### src/rtl/motor_sched_pkg.sv
// Shared types and defaults for the motor move scheduler.
package motor_sched_pkg;

    typedef enum logic [1:0] {
        COLLECT = 2'd0,
        ARM     = 2'd1,
        FIRE    = 2'd2
    } sched_state_t;

    localparam int DELTA_W_DEF    = 16;
    localparam int WDOG_TICKS_DEF = 167;

    // Low bit of channel k's slice in a packed per-channel bus.
    function automatic int slice_lo(input int k, input int w);
        return k * w;
    endfunction

endpackage

### src/rtl/motor_move_scheduler_if.sv
// Host command stream into the motor move scheduler.
interface motor_move_scheduler_if
    import motor_sched_pkg::*;
#(
    parameter int CH_W    = 2,
    parameter int DELTA_W = DELTA_W_DEF
);

    logic               cmd_valid;
    logic               cmd_ready;
    logic [CH_W-1:0]    cmd_chan;
    logic [DELTA_W-1:0] cmd_delta;
    logic               cmd_last;

    modport master (
        output cmd_valid, cmd_chan, cmd_delta, cmd_last,
        input  cmd_ready
    );

    modport slave (
        input  cmd_valid, cmd_chan, cmd_delta, cmd_last,
        output cmd_ready
    );

endinterface

### src/rtl/motor_sched_slot.sv
// One channel's staging delta, pending bit and launched deltaPos/pulse registers.
module motor_sched_slot
    import motor_sched_pkg::*;
#(
    parameter int DELTA_W = DELTA_W_DEF
) (
    input  logic               CLK_10MHZ,
    input  logic               RST_N,
    input  logic               load,
    input  logic [DELTA_W-1:0] load_delta,
    input  logic               fire,
    input  logic               clear,
    output logic               pend,
    output logic               pulse,
    output logic [DELTA_W-1:0] delta_out
);

    logic [DELTA_W-1:0] stage;

    // Output slice and pulse move on the same edge so the motor sees a stable delta.
    always_ff @(posedge CLK_10MHZ or negedge RST_N) begin
        if (!RST_N) begin
            stage     <= '0;
            pend      <= 1'b0;
            pulse     <= 1'b0;
            delta_out <= '0;
        end else begin
            pulse <= fire & pend;
            if (fire && pend) begin
                delta_out <= stage;
            end
            if (load) begin
                stage <= load_delta;
                pend  <= 1'b1;
            end else if (fire || clear) begin
                pend <= 1'b0;
            end
        end
    end

endmodule

### src/rtl/motor_move_scheduler.sv
// Groups per-channel moves and launches them together on a clock_6ms tick.
// Optional ARM watchdog with sticky timeout output: define MOTOR_SCHED_WATCHDOG_EN.
//
// state   | meaning
// COLLECT | accepting commands into the pending group
// ARM     | group closed; waiting for a tick with all targeted channels idle
// FIRE    | launch pulse cycle; group cleared
module motor_move_scheduler
    import motor_sched_pkg::*;
#(
    parameter int N_CH       = 4,
    parameter int CH_W       = 2,
    parameter int DELTA_W    = DELTA_W_DEF,
    parameter int WDOG_TICKS = WDOG_TICKS_DEF
) (
    input  logic                      CLK_10MHZ,
    input  logic                      RST_N,
    input  logic                      clock_6ms,
    motor_move_scheduler_if.slave     cmd,
    input  logic [N_CH-1:0]           ch_busy,
    output logic [N_CH*DELTA_W-1:0]   deltaPos,
    output logic [N_CH-1:0]           newPosSignal,
    output logic                      err_dup,
    output logic                      err_chan,
    input  logic                      err_clr,
    output logic                      sched_busy
`ifdef MOTOR_SCHED_WATCHDOG_EN
    ,
    output logic                      timeout
`endif
);

    sched_state_t    state_q, state_d;
    logic            accept;
    logic            chan_ok;
    logic            dup_hit;
    logic            chan_err;
    logic            launch;
    logic            abort;
    logic            wdog_expire;
    logic [N_CH-1:0] pend;
    logic [N_CH-1:0] hit;
    logic [N_CH-1:0] load_vec;

    assign cmd.cmd_ready = (state_q == COLLECT);
    assign sched_busy    = (state_q != COLLECT);
    assign accept        = cmd.cmd_valid & (state_q == COLLECT);
    assign chan_ok       = int'(cmd.cmd_chan) < N_CH;
    assign load_vec      = {N_CH{accept & chan_ok}} & hit & ~pend;
    assign dup_hit       = accept & chan_ok & (|(hit & pend));
    assign chan_err      = accept & ~chan_ok;

    for (genvar k = 0; k < N_CH; k++) begin : g_slot
        assign hit[k] = (int'(cmd.cmd_chan) == k);

        motor_sched_slot #(.DELTA_W(DELTA_W)) u_slot (
            .CLK_10MHZ  (CLK_10MHZ),
            .RST_N      (RST_N),
            .load       (load_vec[k]),
            .load_delta (cmd.cmd_delta),
            .fire       (launch),
            .clear      (abort),
            .pend       (pend[k]),
            .pulse      (newPosSignal[k]),
            .delta_out  (deltaPos[slice_lo(k, DELTA_W) +: DELTA_W])
        );
    end

    always_ff @(posedge CLK_10MHZ or negedge RST_N) begin
        if (!RST_N) begin
            state_q <= COLLECT;
        end else begin
            state_q <= state_d;
        end
    end

    // Launch is checked before expiry so a tick that qualifies never times out.
    always_comb begin
        state_d = state_q;
        launch  = 1'b0;
        abort   = 1'b0;
        case (state_q)
            COLLECT: begin
                if (accept && cmd.cmd_last && ((pend | load_vec) != '0)) begin
                    state_d = ARM;
                end
            end
            ARM: begin
                if (clock_6ms && ((ch_busy & pend) == '0)) begin
                    launch  = 1'b1;
                    state_d = FIRE;
                end else if (wdog_expire) begin
                    abort   = 1'b1;
                    state_d = COLLECT;
                end
            end
            FIRE: begin
                state_d = COLLECT;
            end
            default: begin
                state_d = COLLECT;
            end
        endcase
    end

    always_ff @(posedge CLK_10MHZ or negedge RST_N) begin
        if (!RST_N) begin
            err_dup  <= 1'b0;
            err_chan <= 1'b0;
        end else begin
            err_dup  <= dup_hit  | (err_dup  & ~err_clr);
            err_chan <= chan_err | (err_chan & ~err_clr);
        end
    end

`ifdef MOTOR_SCHED_WATCHDOG_EN
    localparam int WD_W = $clog2(WDOG_TICKS + 1);

    logic [WD_W-1:0] tick_cnt;

    assign wdog_expire = clock_6ms && (tick_cnt == WD_W'(WDOG_TICKS - 1));

    // Held at zero outside ARM, so every ARM entry starts a fresh count.
    always_ff @(posedge CLK_10MHZ or negedge RST_N) begin
        if (!RST_N) begin
            tick_cnt <= '0;
            timeout  <= 1'b0;
        end else begin
            if (state_q != ARM) begin
                tick_cnt <= '0;
            end else if (clock_6ms) begin
                tick_cnt <= tick_cnt + 1'b1;
            end
            timeout <= abort | (timeout & ~err_clr);
        end
    end
`else
    // WDOG_TICKS only sizes the watchdog; without it ARM waits indefinitely.
    if (WDOG_TICKS < 0) begin : g_no_wdog
    end
    assign wdog_expire = 1'b0;
`endif

endmodule

### src/flat_wrapper.sv
// flat-port wrapper written by rule: the top's interface ports become plain ports
module motor_move_scheduler_flat import motor_sched_pkg::*;
#(
    parameter int N_CH       = 4,
    parameter int CH_W       = 2,
    parameter int DELTA_W    = DELTA_W_DEF,
    parameter int WDOG_TICKS = WDOG_TICKS_DEF
)
  (CLK_10MHZ, RST_N, clock_6ms, ch_busy, deltaPos, newPosSignal, err_dup, err_chan, err_clr, sched_busy, cmd_cmd_valid, cmd_cmd_chan, cmd_cmd_delta, cmd_cmd_last, cmd_cmd_ready);
  motor_move_scheduler_if #(.CH_W(CH_W), .DELTA_W(DELTA_W)) cmd_i ();
  input  logic CLK_10MHZ;
  input  logic RST_N;
  input  logic clock_6ms;
  input  logic [N_CH-1:0] ch_busy;
  output logic [N_CH*DELTA_W-1:0] deltaPos;
  output logic [N_CH-1:0] newPosSignal;
  output logic err_dup;
  output logic err_chan;
  input  logic err_clr;
  output logic sched_busy;
  input wire logic [$bits(cmd_i.cmd_valid)-1:0] cmd_cmd_valid;
  input wire logic [$bits(cmd_i.cmd_chan)-1:0] cmd_cmd_chan;
  input wire logic [$bits(cmd_i.cmd_delta)-1:0] cmd_cmd_delta;
  input wire logic [$bits(cmd_i.cmd_last)-1:0] cmd_cmd_last;
  output wire logic [$bits(cmd_i.cmd_ready)-1:0] cmd_cmd_ready;
  assign cmd_i.cmd_valid = cmd_cmd_valid;
  assign cmd_i.cmd_chan = cmd_cmd_chan;
  assign cmd_i.cmd_delta = cmd_cmd_delta;
  assign cmd_i.cmd_last = cmd_cmd_last;
  assign cmd_cmd_ready = cmd_i.cmd_ready;
  motor_move_scheduler #(.N_CH(N_CH), .CH_W(CH_W), .DELTA_W(DELTA_W), .WDOG_TICKS(WDOG_TICKS)) u_core (.CLK_10MHZ(CLK_10MHZ), .RST_N(RST_N), .clock_6ms(clock_6ms), .cmd(cmd_i), .ch_busy(ch_busy), .deltaPos(deltaPos), .newPosSignal(newPosSignal), .err_dup(err_dup), .err_chan(err_chan), .err_clr(err_clr), .sched_busy(sched_busy));
endmodule
### config.mk
export PLATFORM = sky130hd
export DESIGN_NAME = motor_move_scheduler_flat
export DESIGN_NICKNAME = d
export VERILOG_FILES = /design/src/rtl/motor_sched_pkg.sv /design/src/rtl/motor_move_scheduler_if.sv /design/src/rtl/motor_sched_slot.sv /design/src/rtl/motor_move_scheduler.sv /design/src/flat_wrapper.sv
export SDC_FILE = /design/constraint.sdc
export NUM_CORES = 1
export LEC_CHECK = 0
export BUFFER_PORTS_ARGS = -buffer_cell sky130_fd_sc_hd__buf_2
export CORE_MARGIN = 2
export CORE_UTILIZATION = 50
export CTS_BUF_LIST = sky130_fd_sc_hd__clkbuf_4 sky130_fd_sc_hd__clkbuf_8
export CTS_CLUSTER_SIZE = 25
export DETAILED_ROUTE_END_ITERATION = 7
export PLACE_DENSITY_LB_ADDON = 0.3
export SETUP_SLACK_MARGIN = 0.05
export SLEW_MARGIN = 5
export SYNTH_ARGS = -nofsm -noshare
export SYNTH_HDL_FRONTEND = slang
export SYNTH_SLANG_ARGS = --single-unit
### constraint.sdc
create_clock -name CLK_10MHZ -period 3.3 [get_ports CLK_10MHZ]
set_input_delay 0.495 -clock CLK_10MHZ [delete_from_list [all_inputs] [get_ports CLK_10MHZ]]
set_output_delay 0.495 -clock CLK_10MHZ [all_outputs]
set_load 0.02 [all_outputs]
==> Yosys cells after proc, flatten, opt, wreduce, memory -nomap -nowiden <==
Cells that the tools add are included.
{ "op_classes": {"bitwise": 16, "n_eq_ne": 6, "n_mux": 10, "n_reduce_logical": 18} }
{ "op_table": {"columns": ["cell", "n"], "rows": [
  ["AND 4 bit", 4],
  ["nonzero test 2 bit", 5],
  ["AND 1 bit", 8],
  ["logical AND 1 bit", 7],
  ["two-way mux 1 bit", 7],
  ["equality test 2 x 1 -> 1 bit, second input constant", 2],
  ["equality test 2 bit, second input constant", 2],
  ["zero test 2 bit", 2],
  ["zero test 4 bit", 1],
  ["two-way mux 2 bit", 2],
  ["inequality test 2 x 1 -> 1 bit, second input constant", 2],
  ["inverter 4 bit", 1],
  ["OR 4 bit", 1],
  ["one-hot mux 2 bit (2 select lines)", 1],
  ["nonzero test 4 bit", 1],
  ["OR reduction 4 bit", 1],
  ["AND reduction 2 bit", 1],
  ["inverter 1 bit", 1],
  ["OR 1 bit", 1]
]} }
{ "totals": {"wordCells": 69, "reg_bits": 140, "in_bits": 28, "out_inout_bits": 72} }

==> Depth between registers and ports, before layout <==
Gate-level depths: netlist (run 1).
{ "logic_depth": {"word_depth": 9, "depth_mapped": 5} }

==> By module <==
From an unflattened synthesis (run 1), not the netlist that was laid out.
{ "unflattened": {"cells_unflattened": 316, "area_unflattened_um2": 5464.0} }
{ "by_module_without_submodules": {"columns": ["mod", "n_inst", "cells_per_inst", "area_per_inst_um2"], "rows": [
  ["motor_sched_slot", 4, 73, 1303.8],
  ["motor_move_scheduler", 1, 24, 249.0]
]} }

==> Least setup slack after synthesis (run 1) <==
Ideal clock, no wire load.
{ "synth_path": {"path_kind": "input to register", "startpoint": "input port ch_busy[0]", "endpoint": "register u_core.g_slot[1].u_slot.delta_out[10]", "setup_time_ps": 125, "slack_ps": 1256, "cell_stages": 5, "required_ps": 3175, "t_arrival_ps": 1919, "cell_sequence": "a222oi_1 > and3_1 > buf_4 > buf_4 > mux2_2"} }
{ "synth_via": {"elab_chain_cells": 6} }
{ "synth_rtl": {"columns": ["item", "line", "text"], "rows": [
  ["start: declaration", "flat_wrapper.sv:14", "input logic [N_CH-1:0] ch_busy;"],
  ["AND 4 bit", "motor_move_scheduler.sv:89", "if (clock_6ms && ((ch_busy & pend) == '0)) begin"],
  ["zero test 4 bit", "motor_move_scheduler.sv:89", null],
  ["logical AND 1 bit", "motor_move_scheduler.sv:89", null],
  ["two-way mux 1 bit", "motor_move_scheduler.sv:89", null],
  ["two-way mux 1 bit", "motor_move_scheduler.sv:82", "case (state_q)"],
  ["logical AND 1 bit", "motor_sched_slot.sv:29", "if (fire && pend) begin"],
  ["end signal: assignment", "motor_sched_slot.sv:30", "delta_out <= stage;"],
  ["end: declaration", "motor_sched_slot.sv:15", "output logic [DELTA_W-1:0] delta_out"]
]} }
Every way passes these cells.
A chain may end at the register's enable or synchronous reset.

==> Worst setup path after layout (run 1) <==
{ "layout_path": {"startpoint": "register u_core.state_q[0]", "endpoint": "register u_core.g_slot[3].u_slot.stage[3]"} }
{ "layout_via": {"elab_chain_cells": 4} }
{ "layout_rtl": {"columns": ["item", "line", "text"], "rows": [
  ["start: declaration", "motor_move_scheduler.sv:33", "sched_state_t state_q, state_d;"],
  ["start signal: assignment", "motor_move_scheduler.sv:73", "state_q <= state_d;"],
  ["zero test 2 bit", "motor_move_scheduler.sv:47", "assign accept = cmd.cmd_valid & (state_q == COLLECT);"],
  ["AND 1 bit", "motor_move_scheduler.sv:47", null],
  ["AND 4 bit (2 in series)", "motor_move_scheduler.sv:49", "assign load_vec = {N_CH{accept & chan_ok}} & hit & ~pend;"],
  ["end signal: assignment", "motor_sched_slot.sv:33", "stage <= load_delta;"],
  ["end: declaration", "motor_sched_slot.sv:18", "logic [DELTA_W-1:0] stage;"]
]} }
Every way passes these cells.

==> results of run 1 <==
==> power breakdown <==
| group | switching, mW | internal (mW) |
|---|---|---|
| Sequential | 0.404 | 2.47 |
| Clock | 0.632 | 0.843 |
| Combinational | 0.967 | 0.946 |
==> cells in the mapped netlist <==
cell	n	area (µm²)
buf_6	1	11.3
dfrtp_1	140	3500
nand4_1	2	12.5
and3_1	2	12.5
or3_1	1	6.26
nand3b_2	1	11.3
mux2_2	119	1340
clkbuf_1	2	7.51
buf_2	2	10.0
a21oi_1	1	5.00
a21boi_0	1	7.51
nand3_1	2	10.0
mux4_2	1	22.5
clkinv_1	1	3.75
buf_4	9	67.6
mux2_4	9	135
nand3_2	1	10.0
nor2_1	2	7.51
and3b_2	4	40.0
a222oi_1	1	10.0
buf_12	1	20.0
or4b_1	1	10.0
a311oi_1	1	8.76
nor2b_1	2	12.5
o21ai_0	5	25.0
inv_1	7	26.3
and4b_2	1	11.3
==> worst max path at each step <==
stage,startpoint,slack (ns),end,depth (start not counted)
final,u_core.state_q[0]$_DFFE_PN0P_,0.78,u_core.g_slot[3].u_slot.stage[3]$_DFFE_PN0P_,3
after floorplan,ch_busy[0],1.26,u_core.g_slot[1].u_slot.delta_out[10]$_DFFE_PN0P_,5
after CTS,u_core.state_q[0]$_DFFE_PN0P_,0.80,u_core.g_slot[3].u_slot.stage[3]$_DFFE_PN0P_,3
after global routing,u_core.state_q[0]$_DFFE_PN0P_,0.62,u_core.g_slot[3].u_slot.stage[3]$_DFFE_PN0P_,3
after global placement,cmd_cmd_chan[1],0.87,u_core.g_slot[0].u_slot.stage[13]$_DFFE_PN0P_,4
after detailed placement,u_core.state_q[0]$_DFFE_PN0P_,0.81,u_core.g_slot[3].u_slot.stage[12]$_DFFE_PN0P_,3
==> cells in the final DEF (no fill, tap or decap), drive strengths merged <==
cell	n
mux4	1
clkinv	7
and4b	1
clkbuf	19
nor2	2
o21ai	5
nor2b	2
mux2	128
and3	2
a21oi	1
or3	1
or4b	1
dfrtp	140
nand3b	1
nand3	3
clkinvlp	3
nand4	2
inv	7
and3b	4
a21boi	1
a311oi	1
a222oi	1
buf	107
bufinv	4
==> sequential cells by signal, indices dropped and copies added, names as in the netlist <==
| name | flops |
|---|---|
| u_core.err_chan | 1 |
| u_core.g_slot.u_slot.delta_out | 64 |
| u_core.g_slot.u_slot.pulse | 4 |
| u_core.g_slot.u_slot.stage | 64 |
| u_core.err_dup | 1 |
| u_core.g_slot.u_slot.pend | 4 |
| u_core.state_q | 2 |
==> critical path, cell delays in order, from the launching register on <==
cell and delay [ns]:
dfrtp_1 0.48, nor2_1 0.33, nand4_1 0.95, mux2_2 0.63
==> layer usage <==
metal | up-vias | track usage, % | routed length [µm]
met3 | 14 | 6.78 | 567
met4 | 0 | 6.59 | 161
met5 | - | 0 | 0
li1 | 1354 | - | -
met1 | 1551 | 25.8 | 4620
met2 | 76 | 31.3 | 5230
==> area by class of cell <==
cell class	count	area, µm²
well taps	136	170
clock inverters	13	173
repair buffers	107	562
clock buffers	19	255
multi-input cells	157	1700
fillers	815	3980
inverters	8	30.0
flip-flops and latches	140	3500
==> cells by family (layout without fill, tap and decap cells) <==
group	after synthesis	after routing	synth area share [%]
AOI/OAI and AO/OA	9	9	1.05
and+or+nand+nor	19	19	2.69
DFF	140	140	65.5
muxes	129	129	28.0
buffers and inverters	23	147	2.74
==> stage by stage <==
stage               hold WS, ns  total power, mW  util, %  instances
finish                    0.117             6.26     61.6        580
global route              0.159             6.61     61.6        580
CTS                       0.128             6.33     61.6        580
detailed placement        0.488             4.85     57.5        548
global placement          0.479             4.75     57.5        548
floorplan                 0.199             4.16        -        320
==> impl_metrics.toml, run 1 <==
[final_layout]
stdcell_area_um2 = 6390
antenna_cells = 0
area_growth_pct = 19.5
final_nets = 459
layout-drive-gt1-share_pct = 61.9

[routing]
vias = 2995
wl_um = 10600
vias_per_cell = 5.16
ant_nets = 0
wl_per_cell_um = 18.2
dr.pass1.iters = 4
first_iter_violations = 86
drc = 0

[clock_network]
cts.clk_slew.worst_paths_ns = 0.07
numCtsBuffers = 17
cts_tree = "done"
cts_resized = 0
post-cts-setup-buffers = 0
cts_buffer_depth = 2
hold_buffers = 0
root_buffer = "clkbuf_8"
cts.sinks = 140
h-tree-depth = 4
insertion_delay_ns = 0.44

[die]
fp-row-count = 37
start_util_pct = 51.6
fp.dieH_um = 107
die-area_um2 = 11500
core_um2 = 10400
die_width_um = 107
ios = 100

[global_route]
grt_pass1_vias = 3127
overflow = 0
antenna_found_initial = 0
grt_max_degree = 88
grt_pass1_wl_um = 16800
grt_usage_pct = 19.8

[timing]
fin_crit_sh_pct = 76.3
fin_setup_tns_ns = 0
final_max_slew_viol_count = 0
skew_ns = 0.0121
rsz0062_at_grt = "no"
fin_crit_ns = 2.52
hold_violations = 0
timing.fmax_mhz = 397
maxSlewHeadroom_pct = 23.1
final-setup-viol-count = 0
worst_pin_slew_ns = 1.15
fin_ws_ns = 0.781

[place]
dp_slack_ns = 0.815
numPortBuffers = 99
globalplace.congestion = 0.793
place_hpwl_um = 7090
dpl_cell_area_um2 = 5960

[worst_setup_path]
r2r_cells = 3
critPathArrivalTime_ns = 2.83
critPathKind = "reg2reg"
r2r_start = "u_core.state_q[0]$_DFFE_PN0P_"
worst-path-max-fanout = 17
r2r_setup_slack_ns = 0.78
start_kind = "register"
r2r_end = "u_core.g_slot[3].u_slot.stage[3]$_DFFE_PN0P_"
worstPathRequired_ns = 3.61
endpoint_kind = "register"

[pwr]
pwr_density_cell_nw_per_um2 = 980
p_leak_nw = 3.28
ir_drop_uv = 431

[yosys]
avgSynthCellArea_um2 = 16.7
synth_cells = 320
synth_warnings = 0
syn_area_um2 = 5350
synth_cell_types = 27
synth_nets = 348
ys_seq_elements = 140
ys_seq_area_share_pct = 65.5

[worst_hold_path]
hold_class = "in2async"

[run_status]
outcome = "completed"

[run]
drv_cap = 0
No activity file was read; power rests on OpenSTA's default activity.
==> run 2, diff against run 1 <==
==> constraint.sdc (replaced) <==
create_clock -name CLK_10MHZ -period 2.6 [get_ports CLK_10MHZ]
set_input_delay 0.39 -clock CLK_10MHZ [delete_from_list [all_inputs] [get_ports CLK_10MHZ]]
set_output_delay 0.39 -clock CLK_10MHZ [all_outputs]
set_load 0.02 [all_outputs]
==> impl_metrics.toml, run 2 (same netlist as run 1, synthesis figures left out) <==
[timing]
holdWs_ns = 0.128
fin_setup_tns_ns = 0
worst_pin_slew_ns = 0.788
timing.fmax_mhz = 424
rsz0062_at_grt = "no"
maxSlewHeadroom_pct = 47.5
final_max_slew_viol_count = 0
final-setup-viol-count = 0
fin_crit_ns = 2.36
fin_crit_sh_pct = 90.7
hold_violations = 0
skew_ns = 0.00850

[worst_setup_path]
worstPathRequired_ns = 2.91
critPathArrivalTime_ns = 2.67
endpoint_kind = "register"
start_kind = "register"
worst-path-max-fanout = 16
critPathKind = "reg2reg"

[place]
dpl_cell_area_um2 = 6000
place_hpwl_um = 6940
globalplace.congestion = 0.797
numPortBuffers = 99

[routing]
wl_per_cell_um = 17.6
first_iter_violations = 112
drc = 0
vias = 3008
vias_per_cell = 5.17
dr.pass1.iters = 4
ant_nets = 0
wl_um = 10300

[die]
ios = 100
core_um2 = 10400
die_width_um = 107
fp-row-count = 37
die-area_um2 = 11500
start_util_pct = 51.6
fp.dieH_um = 107

[run]
drv_cap = 0

[clock_network]
numCtsBuffers = 17
cts_tree = "done"
cts.sinks = 140
cts_buffer_depth = 2
root_buffer = "clkbuf_8"
insertion_delay_ns = 0.43
post-cts-setup-buffers = 0
h-tree-depth = 4
cts.clk_slew.worst_paths_ns = 0.07

[final_layout]
layout_common_cells = "dfrtp_1 (140), mux2_2 (119), buf_2 (98), clkbuf_8 (19), mux2_4 (9)"
stdcell_area_um2 = 6420
final_common_cell = "dfrtp_1"
largestRegisters = "u_core.g_slot.u_slot.delta_out (64), u_core.g_slot.u_slot.stage (64)"
layout-drive-gt1-share_pct = 61.9
final_nets = 461
area_growth_pct = 20.1
antenna_cells = 0

[global_route]
grt_usage_pct = 19.6
overflow = 0
grt_max_degree = 69
grt_pass1_vias = 3185
antenna_found_initial = 0
grt_pass1_wl_um = 16700

[run_status]
outcome = "completed"

[pwr]
pwr_density_cell_nw_per_um2 = 1220
ir_drop_uv = 640
p_leak_nw = 3.29

[worst_hold_path]
hold_class = "in2reg"
run 2: changes by cell type in the layout (fill, tap and decap cells not counted):
cell and change:
clkinv_2 -2, buf_12 +2, buf_4 -1, inv_6 +1, dlygate4sd3_1 +1, clkbuf_8 +1
bufinv_16 -1, clkbuf_4 +1
run 2: stage by stage:
stage               power (mW)  instances  utilization (%)  worst slack, ns
finish                    7.87        582             61.9            0.242
global route              8.34        582             61.9           0.0744
CTS                       7.96        582             61.9            0.235
detailed placement        6.15        549             57.8            0.242
global placement          6.02        549             57.8            0.325
floorplan                 5.28        320                -            0.651
run 2: repair_timing:
| item | 4_1_cts | 5_1_grt |
|---|---|---|
| gates resized for setup | 0 | 0 |
| hold buffers | 1 | 0 |
| endpoints found under the hold margin | 40 | 0 |
run 2: power by group:
| part | total [mW] | switching (mW) | internal, mW |
|---|---|---|---|
| sequential | 3.64 | 0.498 | 3.14 |
| clock | 1.80 | 0.785 | 1.02 |
| combinational | 2.43 | 1.22 | 1.21 |
| total | 7.87 | 2.50 | 5.36 |
run 2: critical path, stage by stage (launching register included):
cell and delay [ns]:
dfrtp_1 0.44, a222oi_1 0.72, nand3_1 0.22, clkinv_1 0.45, mux2_2 0.40
run 2: metal layers:
metal / vias to the layer above / track usage [%] / part of all wire (%)
met5: - / 0 / 0
met4: 0 / 7.05 / 1.5
met3: 14 / 7.20 / 6.2
met2: 80 / 30.9 / 48
met1: 1549 / 25.1 / 44
li1: 1365 / - / -
run 2: cell type report:
cell class / count / area (µm²)
sequential: 140 / 3500
inverter: 8 / 30.0
timing repair buffer: 109 / 604
fill: 820 / 3950
multi-input combinational: 157 / 1700
clock buffer: 21 / 277
clock inverter: 11 / 141
tap: 136 / 170
run 2: final timing paths:
check                                                              from                                          endpoint  slack [ns]  depth (start not counted)
max in group asynchronous                                         RST_N     u_core.g_slot[1].u_slot.stage[14]$_DFFE_PN0P_        1.41                          3
hold reg to reg            u_core.g_slot[3].u_slot.stage[1]$_DFFE_PN0P_  u_core.g_slot[3].u_slot.delta_out[1]$_DFFE_PN0P_        0.50                          1
hold / removal                                                  err_clr                         u_core.err_chan$_DFF_PN0_        0.13                          2
min in group asynchronous                                         RST_N  u_core.g_slot[1].u_slot.delta_out[2]$_DFFE_PN0P_        0.45                          2
setup / recovery               u_core.g_slot[2].u_slot.pend$_DFFE_PN0P_  u_core.g_slot[3].u_slot.delta_out[0]$_DFFE_PN0P_        0.24                          4
setup reg to reg               u_core.g_slot[2].u_slot.pend$_DFFE_PN0P_  u_core.g_slot[3].u_slot.delta_out[0]$_DFFE_PN0P_        0.24                          4
